$ cat src/rtl/fetch_pc_gen.sv
// fetch_pc_gen: fetch-stage front end. Owns the program counter, issues
// single-outstanding instruction-memory reads (valid/ready request, valid
// response) and presents instruction/pc/nop to the IF/ID register.
// Handles stall (hold), redirect (squash + new target) and a one-word skid
// buffer for a response that arrives while the presented word is stalled.
// Optional build macro: FETCH_PERF_CNT_EN adds fetched/bubble counters.

`ifndef NOP_INSTRUCTION
`define NOP_INSTRUCTION 32'h0000_0013
`endif

module fetch_pc_gen #(
  parameter logic [31:0] RESET_PC = 32'h0000_0000,
  parameter logic [31:0] PC_STEP  = 32'h0000_0004
) (
  input  logic        clk,
  input  logic        rst,
  input  logic        stall,
  input  logic        redirect_valid,
  input  logic [31:0] redirect_pc,
  output logic        imem_req_valid,
  output logic [31:0] imem_req_addr,
  input  logic        imem_req_ready,
  input  logic        imem_resp_valid,
  input  logic [31:0] imem_resp_data,
  output logic [31:0] instruction,
  output logic [31:0] pc_out,
  output logic        nop_output
`ifdef FETCH_PERF_CNT_EN
  ,
  output logic [31:0] fetched_count,
  output logic [31:0] bubble_count
`endif
);

  localparam logic [31:0] NOP_INSTR = `NOP_INSTRUCTION;

  localparam logic [2:0] ST_REQ       = 3'd0;
  localparam logic [2:0] ST_WAIT      = 3'd1;
  localparam logic [2:0] ST_HOLD      = 3'd2;
  localparam logic [2:0] ST_HOLD_RESP = 3'd3;
  localparam logic [2:0] ST_DRAIN     = 3'd4;

  logic [2:0]  state_r, state_s;
  logic [31:0] pc_r, pc_s;
  logic        valid_r, valid_s;
  logic [31:0] skid_data_r, skid_data_s;
  logic [31:0] skid_pc_r, skid_pc_s;
  logic [31:0] instr_s;
  logic [31:0] pc_out_s;
  logic        load_s;

  assign imem_req_valid = (state_r == ST_REQ);
  assign imem_req_addr  = pc_r;
  assign nop_output     = ~valid_r;

  // Next-state and datapath decode; redirect takes priority over everything.
  always_comb begin
    state_s     = state_r;
    pc_s        = pc_r;
    valid_s     = valid_r;
    skid_data_s = skid_data_r;
    skid_pc_s   = skid_pc_r;
    instr_s     = instruction;
    pc_out_s    = pc_out;
    load_s      = 1'b0;
    if (redirect_valid) begin
      pc_s    = redirect_pc & 32'hFFFF_FFFC;
      valid_s = 1'b0;
      instr_s = NOP_INSTR;
      case (state_r)
        // A response is still owed: drop it now if it is here, else drain it.
        ST_WAIT, ST_DRAIN: begin
          if (imem_resp_valid) begin
            state_s = ST_REQ;
          end else begin
            state_s = ST_DRAIN;
          end
        end
        // A request accepted this cycle will produce a stale response.
        ST_REQ: begin
          if (imem_req_ready) begin
            state_s = ST_DRAIN;
          end else begin
            state_s = ST_REQ;
          end
        end
        default: state_s = ST_REQ;
      endcase
    end else begin
      // Downstream consumes the presented word whenever it is not stalled.
      if (valid_r && !stall) begin
        valid_s = 1'b0;
      end else begin
        valid_s = valid_r;
      end
      case (state_r)
        ST_REQ: begin
          if (imem_req_ready) begin
            state_s = ST_WAIT;
          end else begin
            state_s = ST_REQ;
          end
        end
        ST_WAIT: begin
          if (imem_resp_valid) begin
            pc_s = pc_r + PC_STEP;
            if (valid_r && stall) begin
              // Presented word still occupied: park the new one in the skid.
              skid_data_s = imem_resp_data;
              skid_pc_s   = pc_r;
              state_s     = ST_HOLD_RESP;
            end else begin
              instr_s  = imem_resp_data;
              pc_out_s = pc_r;
              valid_s  = 1'b1;
              load_s   = 1'b1;
              if (stall) begin
                state_s = ST_HOLD;
              end else begin
                state_s = ST_REQ;
              end
            end
          end else begin
            state_s = ST_WAIT;
          end
        end
        ST_HOLD: begin
          if (!stall) begin
            state_s = ST_REQ;
          end else begin
            state_s = ST_HOLD;
          end
        end
        ST_HOLD_RESP: begin
          if (!stall) begin
            instr_s  = skid_data_r;
            pc_out_s = skid_pc_r;
            valid_s  = 1'b1;
            load_s   = 1'b1;
            state_s  = ST_REQ;
          end else begin
            state_s = ST_HOLD_RESP;
          end
        end
        ST_DRAIN: begin
          if (imem_resp_valid) begin
            state_s = ST_REQ;
          end else begin
            state_s = ST_DRAIN;
          end
        end
        default: state_s = ST_REQ;
      endcase
    end
  end

  // State, PC, skid buffer and IF/ID-facing output registers.
  always_ff @(posedge clk or posedge rst) begin
    if (rst) begin
      state_r     <= ST_REQ;
      pc_r        <= RESET_PC;
      valid_r     <= 1'b0;
      skid_data_r <= 32'h0000_0000;
      skid_pc_r   <= 32'h0000_0000;
      instruction <= NOP_INSTR;
      pc_out      <= 32'h0000_0000;
    end else begin
      state_r     <= state_s;
      pc_r        <= pc_s;
      valid_r     <= valid_s;
      skid_data_r <= skid_data_s;
      skid_pc_r   <= skid_pc_s;
      instruction <= instr_s;
      pc_out      <= pc_out_s;
    end
  end

`ifdef FETCH_PERF_CNT_EN
  // Performance counters: words loaded for presentation, and idle unstalled cycles.
  always_ff @(posedge clk or posedge rst) begin
    if (rst) begin
      fetched_count <= 32'h0000_0000;
      bubble_count  <= 32'h0000_0000;
    end else begin
      if (load_s) begin
        fetched_count <= fetched_count + 32'h0000_0001;
      end else begin
        fetched_count <= fetched_count;
      end
      if (!valid_r && !stall) begin
        bubble_count <= bubble_count + 32'h0000_0001;
      end else begin
        bubble_count <= bubble_count;
      end
    end
  end
`endif

endmodule
$ cat config.mk
export PLATFORM = sky130hd
export DESIGN_NAME = fetch_pc_gen
export DESIGN_NICKNAME = d
export VERILOG_FILES = /design/src/rtl/fetch_pc_gen.sv
export SDC_FILE = /design/constraint.sdc
export NUM_CORES = 1
export LEC_CHECK = 0
export CAP_MARGIN = 15
export CORE_UTILIZATION = 54
export DETAILED_ROUTE_END_ITERATION = 10
export PLACE_DENSITY = 0.85
export REMOVE_ABC_BUFFERS = 1
export SYNTH_ARGS = -nofsm -noshare
export SYNTH_HDL_FRONTEND = slang
export SYNTH_SLANG_ARGS = --single-unit
$ cat constraint.sdc
create_clock -name clk -period 8.3 [get_ports clk]
set_clock_uncertainty 0.2 [all_clocks]
set_input_delay 1.66 -clock clk [delete_from_list [all_inputs] [get_ports clk]]
set_output_delay 1.66 -clock clk [all_outputs]
set_load 0.02 [all_outputs]
=== Word level (Yosys, flattened, before mapping) ===
Index checks and enable logic that the tools add are counted.

* $add $sub $neg: 1
* Eq/ne operators: 10
* Mux-type cells: 28
* Bitwise operators: 2
* Reductions and logical operators: 13

{| class="wikitable"
|+ Operator list
! operator !! count
|-
| $mux 32 || 10
|-
| $pmux 32 s2 || 2
|-
| $add 32x3->32 const B || 1
|-
| $pmux 3 s5 || 1
|-
| $mux 3 || 4
|-
| $ne 3x3->1 const B || 3
|-
| $reduce_and 4->1 || 2
|-
| $eq 3x2->1 const B || 2
|-
| $mux 1 || 6
|-
| $mux 2 || 3
|-
| $ne 2x2->1 const B || 3
|-
| $pmux 3 s2 || 1
|-
| $reduce_bool 2->1 || 3
|-
| $reduce_and 5->1 || 1
|-
| $eq 3x1->1 const B || 1
|-
| $eq 3x3->1 const B || 1
|-
| $logic_not 3->1 || 1
|-
| $reduce_bool 3->1 || 1
|-
| $logic_and 1x1->1 || 2
|-
| $not 1->1 || 2
|-
| $pmux 1 s2 || 1
|-
| $reduce_and 2->1 || 1
|-
| $reduce_or 2->1 || 1
|-
| $logic_not 1->1 || 1
|}

* Bits in registers: 164

=== Longest topological paths before layout ===
Gate-level depths: netlist of run 1.

* Depth in word-level cells: 7
* Depth in mapped cells: 7
* Depth with buffers taken out: 6

=== Worst setup path before layout of run 1 ===
No wires, ideal clock.

* Kind: input-to-reg
* Start: input redirect_valid
* End: register skid_data_r[25]
* Library setup time: 125 ps
* Data arrival time: 2,889 ps
* Required time: 7,975 ps
* Path slack: 5,086 ps
* Stages: 4
* Buffers on the path: 2
* Cells stage by stage: clkbuf_1 > nor4_4 > buf_2 > mux2_2

* Longest elaborated chain between the ends: 2

{| class="wikitable"
|+ Ends and longest elaborated chain
! element !! line !! text
|-
| start: declaration || 19 || <nowiki>input logic redirect_valid,</nowiki>
|-
| $not 1->1 (no line) || n/a ||
|-
| $reduce_and 4->1 (no line) || n/a ||
|-
| end signal: assignment || 172 || <nowiki>skid_data_r <= skid_data_s;</nowiki>
|-
| end: declaration || 47 || <nowiki>logic [31:0] skid_data_r, skid_data_s;</nowiki>
|}

No other way between the ends.
A chain may end at the register's enable or synchronous reset.

=== Worst setup path after layout of run 1 ===
* Start: register state_r[0]
* End: output imem_req_valid

* Longest elaborated chain between the ends: 1

{| class="wikitable"
|+ Ends and longest elaborated chain
! element !! line !! text
|-
| start: declaration || 44 || <nowiki>logic [2:0] state_r, state_s;</nowiki>
|-
| start signal: assignment || 169 || <nowiki>state_r <= state_s;</nowiki>
|-
| $logic_not 3->1 || 53 || <nowiki>assign imem_req_valid = (state_r == ST_REQ);</nowiki>
|-
| end: declaration || 21 || <nowiki>output logic imem_req_valid,</nowiki>
|}

No other way between the ends.

==> flow_summary.yaml, run 1 <==
synthesis:
  synth_warnings: 0
  synth_area_sq_um: 7226
  synth-edff-count: 0
  synthTopCellsByCount: "155 x dfrtp_1, 74 x nand2_1, 67 x nor2_1"
  synth.area.top_cells: "dfrtp_1 54%, mux2_2 9.0%, mux2i_1 4.4%"
  synth_top_flop_cell: "dfrtp_1"
  netlist.top_cell.by_area: "dfrtp_1"
  synthCells: 664
  synthArstFlopShare_pct: 100.0
  synth.most_common_cell: "dfrtp_1"
  ys_ff_latch: 158
  synth_cell_type_count: 43
  synth_top_area_share_pct: 53.68
  synth_seq_area_share_pct: 54.77
  avgSynthCellArea_sq_um: 10.88
cts:
  cts_tree: "done"
  cts.path.max_buffers: 2
  cts_resized: 0
  clkSlewWorstSetupHoldPaths_ns: 0.06
  clock-sinks: 158
  htreeDepth: 4
  cts_hold_buf: 0
  root_buffer: "clkbuf_16"
  post_cts_buffers: 0
  clock_latency_ns: 0.42
  cts_made_buffers: 17
drt:
  dr.pass1.iters: 5
  routedWlPerCell_microns: 17.56
  vias_per_cell: 5.736
  drt_first_iter_violations: 417
  ant_nets: 0
  remaining_drc_errors: 0
  num_vias: 5690
  routed_wl_microns: 17420
global_route:
  grt_max_degree: 84
  antenna_found_initial: 0
  grt_util_all_layers_pct: 25.99
  grt_pass1_wl_microns: 28590
  grt_pass1_vias: 5594
  grt_overflow: 0
job:
  drv_cap: 0
setup_path:
  crit_fanout: 8
  end_kind: "output port"
  slowest_delay_ns: 0.67
  cp.required_ns: 6.44
  crit_path_top_delay_cell: "clkdlybuf4s50_1"
  startpoint_type: "register"
  crit_type: "reg2out"
  cp.arrival_ns: 1.89
  crit_chain: "nor3_1 -> clkdlybuf4s50_1"
pwr:
  power.density_nw_per_um2: 242.3
  power_leakage_nw: 4.322
  max-vdd-ir-drop_uv: 194.3
  finalPower_w: 0.002311
layout:
  final_cell_area_sq_um: 9538
  insertedDiodeCount: 0
  drive_above_1_share_pct: 13.54
  layout.nets: 878
  areaGrowthSynthToFinish_pct: 32.00
  fill_cells: 844
  post-route-util_pct: 74.37
timing:
  fin_ws_ns: 4.553
  hold_viol_final: 0
  period_needed_ns: 3.747
  rsz0062_at_grt: "false"
  min_period_over_period_pct: 45.14
  slew_violations: 0
  tns_ns: 0
  tightest_slew_ns: 1.033
  clock.fmax_ghz: 0.2669
  setup_viol: 0
  relSlewSlack_pct: 31.16
placement:
  placed_cell_area_sq_um: 8929
  pre_cts_slack_ns: 4.173
  port_buffers: 161
  place_hpwl_microns: 10980
  place_congestion: 0.7740
floorplanning:
  core_sq_um: 12820
  die_x_microns: 117.7
  start_util_pct: 56.34
  boundaryPins: 168
  num_rows: 41
  die_h_microns: 117.7
  die_area_sq_um: 13850
min_path:
  hold_path.class: "reg2reg"
outcome:
  run_status: "finished, final reports clean"
-- power by group --
group          internal [W]  switching (W)  total (W)
logic              0.000267       0.000290   0.000557
clock network      0.000499       0.000296   0.000795
registers          0.000878      0.0000811   0.000960
-- through the flow --
| stage | hold slack [ns] | instances |
|---|---|---|
| floorplan | 0.2574 | 619 |
| detailed placement | 0.2745 | 960 |
| finish | 0.2917 | 992 |
| global route | 0.3091 | 992 |
| CTS | 0.2898 | 992 |
| global placement | 0.2662 | 960 |
-- sequential cells by signal, summed over array words and instances (netlist names) --
register	count
pc_out	30
skid_pc_r	30
instruction	32
valid_r	1
imem_req_addr	30
state_r	3
skid_data_r	32
-- critical path, delay by kind of cell, from the launching register on --
| family | cells | cell delay, ns |
|---|---|---|
| buffers and inverters | 1 | 0.67 |
| DFF | 1 | 0.48 |
| and+or+nand+nor | 1 | 0.32 |
-- layout by cell type, fill, tap and decap left out, types with 2 or more instances in the layout --
master	n
a311oi_1	29
clkbuf_16	17
mux2i_1	32
inv_1	5
nand4_1	13
mux2_1	5
o21ai_0	29
o21ai_1	2
dfstp_2	3
nor4_1	4
conb_1	4
a21oi_1	35
xor2_1	20
bufinv_16	2
dfrtp_1	155
nor4_4	2
a22oi_1	2
clkdlybuf4s50_1	160
xnor2_1	7
mux2_2	58
clkbuf_1	4
buf_4	9
a211o_1	4
and3_1	6
nor2_1	67
nand2_1	73
clkbuf_8	7
nand3b_1	2
nand3_1	42
-- logic make-up after synthesis --
group / share of synthesized area [%]
simple gates: 15.03
flops: 54.77
compound gates: 9.126
mux: 14.25
buf+inv: 3.325
xor+xnor: 3.273
fa+ha+maj: 0.1731
other cells: 0.05190
-- layer usage --
metal  wire [microns]  global-route usage, %  part of all wire [%]
met1             7536                  33.44                    43
met2             8426                  41.62                    48
met3             1160                  7.364                   6.7
met4              295                  10.02                   1.7
met5                0                      0                     0
-- cell type report --
cell class,instances,area [sq um],share of cell area (%)
Sequential cell,158,3958,41.49
Multi-Input combinational cell,455,3059,32.07
Timing Repair Buffer,169,1669,17.50
Clock buffer,28,536.8,5.628
Tap cell,172,215.2,2.256
Clock inverter,4,72.57,0.7609
Inverter,6,27.53,0.2886
-- final timing paths --
path	start	end	slack, ns	cells after the start
min in group asynchronous	rst	skid_data_r[12]	1.53	2
max in group asynchronous	rst	skid_pc_r[11]	4.87	3
setup / recovery	state_r[0]	imem_req_valid	4.55	2
setup reg to reg	state_r[0]	instruction[1]	5.51	6
hold reg to reg	skid_data_r[22]	skid_data_r[22]	0.29	1
hold / removal	skid_data_r[22]	skid_data_r[22]	0.29	1
Power figures use the tool's default switching activity.
==> run 2, diff against run 1 <==
Settings changed: CORE_UTILIZATION 54 to 45, PLACE_DENSITY 0.85 to 0.76.
Clock period 8.3 ns to 3.2 ns, I/O delays scaled along.
==> run 2 against run 1 <==
  * Flip-flop and latch count did not move
  * Register-to-register slack lost 4.8 ns
  * Global-route usage is 3.4 points lower
  * Final cell count rose by 4.6%
  * First-iteration DRC count down 7.0%
  * Final area increased by 1.7%
  * Critical path depth did not move
  * Critical endpoint unchanged
==> flow_summary.yaml, run 2 (same netlist as run 1, synthesis figures left out) <==
drt:
  ant_nets: 0
  vias_per_cell: 5.431
  dr.pass1.iters: 4
  drt_first_iter_violations: 388
  num_vias: 5637
  remaining_drc_errors: 0
  routed_wl_microns: 17880
  routedWlPerCell_microns: 17.23
placement:
  pre_cts_slack_ns: 0.3370
  dp_cells: 1006
  place_hpwl_microns: 11840
  port_buffers: 161
  place_congestion: 0.8150
pwr:
  power.density_nw_per_um2: 615.3
  max-vdd-ir-drop_uv: 412.5
  power_leakage_nw: 4.367
layout:
  areaGrowthSynthToFinish_pct: 34.20
  insertedDiodeCount: 0
  final_common_cell: "clkdlybuf4s50_1"
  final_cell_mix: "160 x clkdlybuf4s50_1, 155 x dfrtp_1, 73 x nand2_1, 67 x nor2_1, 58 x mux2_2"
  drive_above_1_share_pct: 14.39
  layout.nets: 885
  finalNonFillerCells: 1038
  top_regs: "instruction: 32 flops, skid_data_r: 32 flops"
timing:
  tightest_slew_ns: 0.6680
  period_needed_ns: 2.736
  hold_viol_final: 0
  slew_violations: 0
  min_period_over_period_pct: 85.50
  relSlewSlack_pct: 55.23
  clock.fmax_ghz: 0.3655
  rsz0062_at_grt: "false"
  setup_viol: 0
  fin_ws_ns: 0.4641
floorplanning:
  start_util_pct: 46.84
  core_sq_um: 15430
  boundaryPins: 168
  die_area_sq_um: 16570
  die_x_microns: 128.7
  num_rows: 45
  die_h_microns: 128.7
min_path:
  hp-start: "redirect_valid"
  hold_path.class: "in2reg"
outcome:
  run_status: "finished, final reports clean"
setup_path:
  cp.arrival_ns: 1.90
  r2r-end: "pc_out[26]"
  endpoint: "imem_req_valid"
  crit_start: "state_r[2]"
  r2r-start: "state_r[0]"
  startpoint_type: "register"
  crit_type: "reg2out"
  r2r_setup_slack_ns: 0.74
  crit_fanout: 8
  cp.required_ns: 2.36
  end_kind: "output port"
  reg2reg_depth: 6
global_route:
  grt_pass1_vias: 5825
  grt_util_all_layers_pct: 22.62
  grt_overflow: 0
  grt_pass1_wl_microns: 28850
  antenna_found_initial: 0
  grt_max_degree: 62
cts:
  post_cts_buffers: 0
  cts_tree: "done"
  cts_made_buffers: 17
  root_buffer: "clkbuf_16"
  clock-sinks: 158
  clock_latency_ns: 0.42
  cts_hold_buf: 0
  htreeDepth: 4
  clkSlewWorstSetupHoldPaths_ns: 0.06
  cts_resized: 0
  cts.path.max_buffers: 2
job:
  drv_cap: 0
-- run 2: cell count changes in the layout (fill, tap and decap cells not counted), sizes merged --
cell and change:
clkinv +4, clkinvlp +2, buf +7, clkbuf -7, bufinv +1
-- run 2: area by class of cell --
cell class | count | area (sq um)
Tap cell | 211 | 264.0
Timing Repair Buffer | 176 | 1797
Fill cell | 1259 | 5731
Clock inverter | 11 | 141.4
Clock buffer | 21 | 450.4
Inverter | 6 | 27.53
Multi-Input combinational cell | 455 | 3059
Sequential cell | 158 | 3958
-- run 2: critical path: stages, from the launching register on --
cell             delay [ns]
dfrtp_1                0.47
nor3_1                 0.34
clkdlybuf4s50_1        0.67
-- run 2: per-layer routing --
metal  track usage [%]  part of all wire [%]
met4             7.958                   1.3
met1             28.61                    43
met5                 0                     0
met2             36.92                    47
met3             6.819                   8.6
-- run 2: stage by stage --
| step | power (W) | TNS (ns) | cell area (sq um) | utilization, % | hold slack (ns) |
|---|---|---|---|---|---|
| finish | 0.005967 | 0 | 9697 | 62.85 | 0.2827 |
| global route | 0.006248 | 0 | 9697 | 62.85 | 0.2759 |
| CTS | 0.006026 | 0 | 9697 | 62.85 | 0.2631 |
| detailed placement | 0.003976 | 0 | 9105 | 59.02 | 0.2745 |
| global placement | 0.003933 | 0 | 9105 | 59.02 | 0.2669 |
| floorplan | 0.003189 | -427.61 | 7019 | - | 0.2574 |
-- run 2: worst min-delay path by stage --
stage	endpoint	cells after the start
after global routing	instruction[22]	2
after global placement	skid_data_r[22]	1
after CTS	instruction[24]	2
after detailed placement	skid_data_r[22]	1
after floorplan	skid_pc_r[25]	1
final	instruction[24]	2
-- run 2: power breakdown --
| group | switching, W | internal [W] |
|---|---|---|
| Sequential | 0.000216 | 0.00228 |
| Combinational | 0.000746 | 0.000699 |
| Clock | 0.000786 | 0.00124 |
| Total | 0.00175 | 0.00422 |
==> run 3, diff against run 2 <==
Settings changed: HOLD_SLACK_MARGIN set to 0.1.
==> results of run 3 <==
No change in the layout: final DEF, timing and power equal those of run 2.
